### config.mk
export PLATFORM = sky130hd
export DESIGN_NAME = spi_mem_fsm
export DESIGN_NICKNAME = d
export VERILOG_FILES = /design/src/rtl/spi_pkg.sv /design/src/rtl/spi_bit_counter.sv /design/src/rtl/spi_mem_fsm.sv
export SDC_FILE = /design/constraint.sdc
export NUM_CORES = 1
export LEC_CHECK = 0
export BUFFER_PORTS_ARGS = -buffer_cell sky130_fd_sc_hd__buf_2
export CAP_MARGIN = 10
export CORE_UTILIZATION = 45
export CTS_BUF_LIST = sky130_fd_sc_hd__clkbuf_4 sky130_fd_sc_hd__clkbuf_8 sky130_fd_sc_hd__clkbuf_16
export CTS_CLUSTER_DIAMETER = 200
export CTS_CLUSTER_SIZE = 30
export DETAILED_ROUTE_END_ITERATION = 7
export PLACE_DENSITY_LB_ADDON = 0.08
export RECOVER_POWER = 25
export SLEW_MARGIN = 40
export SYNTH_ARGS = -nofsm -noshare
export SYNTH_HDL_FRONTEND = slang
export SYNTH_SLANG_ARGS = --single-unit
### constraint.sdc
create_clock -name clk -period 4.3 [get_ports clk]
set_input_delay 0.86 -clock clk [delete_from_list [all_inputs] [get_ports clk]]
set_output_delay 0.86 -clock clk [all_outputs]
set_load 0.1 [all_outputs]
### src/rtl/spi_pkg.sv
// Shared types and defaults for the SPI memory slave controller.
// Pure declarations: no logic and no latency.
package spi_pkg;

   localparam int   WIDTH_DEF      = 8;
   localparam int   ADDR_WIDTH_DEF = 7;
   localparam logic RW_READ        = 1'b1;

   typedef enum logic [3:0] {
      IDLE       = 4'd0,
      GET_ADDR   = 4'd1,
      LATCH_ADDR = 4'd2,
      RD_WAIT    = 4'd3,
      RD_LOAD    = 4'd4,
      RD_SHIFT   = 4'd5,
      WR_GET     = 4'd6,
      WR_COMMIT  = 4'd7,
      DONE       = 4'd8
   } state_e;

endpackage

### src/rtl/spi_bit_counter.sv
// Saturating bit counter with clear priority; done_o flags the enable that reaches WIDTH.
// Count is registered (1 cycle); done_o is combinational from en_i and the current count.
module spi_bit_counter #(
   parameter int WIDTH     = 8,
   parameter int CNT_WIDTH = 4
) (
   input  logic                 clk,
   input  logic                 rst_n,
   input  logic                 clr_i,
   input  logic                 en_i,
   output logic [CNT_WIDTH-1:0] cnt_o,
   output logic                 done_o
);

   localparam logic [CNT_WIDTH-1:0] CNT_MAX = CNT_WIDTH'(WIDTH);

   logic [CNT_WIDTH-1:0] cnt_q, cnt_d;

   always_comb begin
      cnt_d = cnt_q;
      if (clr_i) begin
         cnt_d = '0;
      end else if (en_i && (cnt_q != CNT_MAX)) begin
         cnt_d = cnt_q + 1'b1;
      end
   end

   always_ff @(posedge clk or negedge rst_n) begin
      if (!rst_n) begin
         cnt_q <= '0;
      end else begin
         cnt_q <= cnt_d;
      end
   end

   assign cnt_o  = cnt_q;
   assign done_o = en_i && (cnt_q >= (CNT_MAX - 1'b1));

endmodule

### src/rtl/spi_mem_fsm.sv
// SPI memory slave control FSM: command/address capture, 2-cycle read wait, byte shift in/out.
// All strobes registered (1 cycle after the deciding edge); cs_n high aborts to IDLE on the next edge.
// SPI_MEM_FSM_BURST_EN adds addr_inc and streams bytes with auto-increment until cs_n rises.
module spi_mem_fsm
   import spi_pkg::*;
#(
   parameter int WIDTH      = WIDTH_DEF,
   parameter int ADDR_WIDTH = ADDR_WIDTH_DEF,
   parameter int CNT_WIDTH  = 4
) (
   input  logic clk,
   input  logic rst_n,
   input  logic cs_n,
   input  logic sclk_rise,
   input  logic sclk_fall,
   input  logic rw_bit,
   output logic addr_we,
   output logic dm_we,
   output logic sr_we,
   output logic miso_buff,
   output logic busy
`ifdef SPI_MEM_FSM_BURST_EN
  ,output logic addr_inc
`endif
);

   // The command is ADDR_WIDTH address bits plus the R/W bit, so its last bit has index ADDR_WIDTH.
   localparam logic [CNT_WIDTH-1:0] CMD_LAST     = CNT_WIDTH'(ADDR_WIDTH);
   localparam logic [CNT_WIDTH-1:0] RD_WAIT_LAST = CNT_WIDTH'(1);

   state_e               state_q, state_d;
   logic                 cnt_clr, cnt_en, cnt_done;
   logic [CNT_WIDTH-1:0] cnt;

   logic addr_we_q, addr_we_d;
   logic dm_we_q, dm_we_d;
   logic sr_we_q, sr_we_d;
   logic miso_buff_q, miso_buff_d;
   logic busy_q, busy_d;
   logic addr_inc_q, addr_inc_d;

   spi_bit_counter #(
      .WIDTH     (WIDTH),
      .CNT_WIDTH (CNT_WIDTH)
   ) u_bit_cnt (
      .clk    (clk),
      .rst_n  (rst_n),
      .clr_i  (cnt_clr),
      .en_i   (cnt_en),
      .cnt_o  (cnt),
      .done_o (cnt_done)
   );

   always_ff @(posedge clk or negedge rst_n) begin
      if (!rst_n) begin
         state_q     <= IDLE;
         addr_we_q   <= 1'b0;
         dm_we_q     <= 1'b0;
         sr_we_q     <= 1'b0;
         miso_buff_q <= 1'b0;
         busy_q      <= 1'b0;
         addr_inc_q  <= 1'b0;
      end else begin
         state_q     <= state_d;
         addr_we_q   <= addr_we_d;
         dm_we_q     <= dm_we_d;
         sr_we_q     <= sr_we_d;
         miso_buff_q <= miso_buff_d;
         busy_q      <= busy_d;
         addr_inc_q  <= addr_inc_d;
      end
   end

   always_comb begin
      state_d = state_q;
      if (cs_n) begin
         state_d = IDLE;
      end else begin
         case (state_q)
            IDLE:       state_d = GET_ADDR;
            GET_ADDR:   if (sclk_rise && (cnt == CMD_LAST)) state_d = LATCH_ADDR;
            LATCH_ADDR: state_d = (rw_bit == RW_READ) ? RD_WAIT : WR_GET;
            RD_WAIT:    if (cnt == RD_WAIT_LAST) state_d = RD_LOAD;
            RD_LOAD:    state_d = RD_SHIFT;
`ifdef SPI_MEM_FSM_BURST_EN
            RD_SHIFT:   if (cnt_done) state_d = RD_WAIT;
            WR_GET:     if (cnt_done) state_d = WR_COMMIT;
            WR_COMMIT:  state_d = WR_GET;
`else
            RD_SHIFT:   if (cnt_done) state_d = DONE;
            WR_GET:     if (cnt_done) state_d = WR_COMMIT;
            WR_COMMIT:  state_d = DONE;
`endif
            DONE:       state_d = DONE;
            default:    state_d = IDLE;
         endcase
      end
   end

   // Strobes are decoded from the next state so they line up with the state they belong to.
   always_comb begin
      cnt_en = 1'b0;
      case (state_q)
         GET_ADDR, WR_GET: cnt_en = sclk_rise;
         RD_SHIFT:         cnt_en = sclk_fall;
         RD_WAIT:          cnt_en = 1'b1;
         default:          cnt_en = 1'b0;
      endcase
      cnt_clr = cs_n || cnt_done ||
                (state_q inside {IDLE, LATCH_ADDR, RD_LOAD, WR_COMMIT});

      addr_we_d   = (state_d == LATCH_ADDR);
      dm_we_d     = (state_d == WR_COMMIT);
      sr_we_d     = (state_d == RD_LOAD);
      miso_buff_d = (state_d == RD_SHIFT);
      busy_d      = (state_d != IDLE);
      addr_inc_d  = ((state_q == RD_SHIFT)  && (state_d == RD_WAIT)) ||
                    ((state_q == WR_COMMIT) && (state_d == WR_GET));
   end

   assign addr_we   = addr_we_q;
   assign dm_we     = dm_we_q;
   assign sr_we     = sr_we_q;
   assign miso_buff = miso_buff_q;
   assign busy      = busy_q;

`ifdef SPI_MEM_FSM_BURST_EN
   assign addr_inc = addr_inc_q;
`else
   logic unused_addr_inc;
   assign unused_addr_inc = addr_inc_q;
`endif

endmodule

==> flow_summary.ini <==
[sta]
period_share_pct = 44.40
finalSetupViolCount = 0
rsz0062_at_grt = no
tightest_slew_ns = 0.6594
max_freq_mhz = 523.8
hold_viol_final = 0
fin_crit_ns = 1.909
slew_headroom_pct = 56.04
slew_violations = 0
skew_ns = 0.001031
setup-tns-final_ns = 0

[pwr]
power_density_mw_per_mm2 = 239.2
ir_drop_uv = 222.6
leakage_nw = 0.3668

[synth]
synth_edf_count = 0
syn_inst = 84
yosysSeqAreaShare_pct = 38.81
syn_area_sq_um = 838.3
ys_warn_count = 0
synth_top_area_cell = dfrtp_1
synth_ff_type = dfrtp_1
async_flop_share_pct = 100.0
synthesis.nets = 93
ys_seq_elements = 13
synth_top_area_share_pct = 38.81
synth_area_leaders = dfrtp_1 39%, ha_1 4.5%, a21oi_1 4.2%
synth.distinct_cells = 37
synth.avg_cell_area_sq_um = 9.980

[global_route]
grt_usage_pct = 19.51
grt_max_degree = 14
grt_pass1_vias = 630
antenna_found_initial = 0
grt_pass1_wl_mm = 2.808
overflow = 0

[setup_path]
r2r_slack_ns = 2.39
ff2ff_path_depth = 4
rr_startpoint = state_q[0]$_DFF_PN0_
critPathSlowestCell = dfrtp_1
required_ns = 4.45
cpPeakStageDelay_ns = 0.54
crit_chain = nand4b_1 > a41oi_4 > a211oi_4 > or3_1
critical_path_class = reg2reg
r2r-end = state_q[0]$_DFF_PN0_
crit_path_start_kind = flop
critPathMaxFanout = 13
cp_data_arrival_time_ns = 2.06
end_kind = flop

[floorplan]
dieArea_sq_mm = 0.002039
io_pins = 11
start_util_pct = 48.03
row_count = 15
dieWidth_um = 45.16
coreArea_sq_mm = 0.001745
die_h_um = 45.16

[drt]
ant_nets = 0
dr_total_vias = 663
viasPerCell = 5.619
wl_per_cell_um = 13.15
wl_mm = 1.552
drt_iter0_drc = 22
drc = 0
drtPass1Iterations = 4

[layout]
antennaDiodeCount = 0
drive_above_1_share_pct = 21.51
final_cell_mix = 13 x dfrtp_1, 9 x buf_2, 7 x nand2_1, 7 x a21oi_1, 5 x inv_1
finish.instance_area_sq_um = 910.9
area_growth_pct = 8.657
final_common_cell = dfrtp_1
fin_nets = 103

[clocking]
htree_levels = 1
cts_setup_buffers = 0
cts.sinks = 13
cts_root_buf = clkbuf_4
clk_latency_ns = 0.27
clk_pin_slew_ns = 0.07
cts_made_buffers = 3
cts_buffer_depth = 2
cts-resized-gates = 0
cts_tree = yes
hold_buffers = 0

[hold_path]
worstHoldPathType = in2async

[placement]
hpwl_mm = 1.168
numPortBuffers = 10
routabilityCongestion = 0.8016
dpl_cell_area_sq_um = 884.6

[job]
maxCapViolations = 0

[status]
status = complete, no violations
-- cells by family (layout without fill, tap and decap cells) --
group | Yosys count | after routing | share of synthesized area [%]
AO/OA/AOI/OAI | 21 | 21 | 20.15
flip-flops | 13 | 13 | 38.81
adder cells (fa/ha/maj) | 3 | 3 | 4.478
buffers and inverters | 10 | 19 | 6.417
AND/OR/NAND/NOR | 36 | 36 | 29.11
XOR/XNOR | 1 | 1 | 1.045
-- registers in the layout, summed over array words and instances (netlist names) --
| name | cells |
|---|---|
| addr_we | 1 |
| sr_we | 1 |
| state_q | 4 |
| miso_buff | 1 |
| busy | 1 |
| u_bit_cnt.cnt_o | 4 |
| dm_we | 1 |
-- final cells by class --
class | count | area, sq um
Sequential cell | 13 | 325.3
Tap cell | 25 | 31.28
Fill cell | 172 | 834.6
Timing Repair Buffer | 10 | 48.80
Inverter | 5 | 18.77
Multi-Input combinational cell | 61 | 459.2
Clock buffer | 3 | 22.52
Clock inverter | 1 | 5.005
-- cell usage after synthesis, drive strengths merged, types with 2 or more instances --
cell / number
nand4b: 2
o211ai: 2
buf: 4
nand2: 7
dfrtp: 13
a31oi: 2
nor4: 3
nand3: 3
nor3b: 2
o21ai: 4
nor2: 3
inv: 5
nor3: 3
ha: 3
nand3b: 3
a21oi: 7
nand4: 2
-- power breakdown --
part,internal (mW),switching (mW)
Combinational,0.00673,0.0135
Clock,0.0344,0.0370
Sequential,0.123,0.00270
-- per-layer routing --
layer  vias to the layer above  track usage [%]  wire (um)
li1                        331                -          -
met1                       314            26.65        753
met2                        18            29.86        713
met3                         0            7.200         85
met4                         0            3.636          0
met5                         -                0          0
-- worst max path at each step --
| stage | from | to | depth (start not counted) |
|---|---|---|---|
| floorplan | sclk_fall | state_q[0]$_DFF_PN0_ | 4 |
| global placement | sclk_rise | state_q[0]$_DFF_PN0_ | 5 |
| detailed placement | sclk_rise | state_q[0]$_DFF_PN0_ | 5 |
| CTS | state_q[0]$_DFF_PN0_ | state_q[0]$_DFF_PN0_ | 4 |
| global route | state_q[1]$_DFF_PN0_ | state_q[0]$_DFF_PN0_ | 4 |
| finish | state_q[0]$_DFF_PN0_ | state_q[0]$_DFF_PN0_ | 4 |
-- metrics by stage --
stage | util, % | hold slack, ns | power (mW) | std cells | setup WS [ns]
finish | 52.19 | 0.5873 | 0.2179 | 118 | 2.391
global route | 52.19 | 0.6346 | 0.2327 | 118 | 2.237
CTS | 52.26 | 0.4562 | 0.2226 | 118 | 2.397
detailed placement | 50.68 | 0.5916 | 0.1490 | 114 | 2.112
global placement | 50.68 | 0.5960 | 0.1489 | 114 | 2.129
floorplan | - | 0.5562 | 0.1418 | 84 | 2.324
-- worst max-delay path: cells and delay by family (launching register included) --
family	cells	cell delay, ns
flops	1	0.54
compound gates	2	0.53
simple gates	2	0.72
Note: power is estimated with default switching activity, not from simulation.
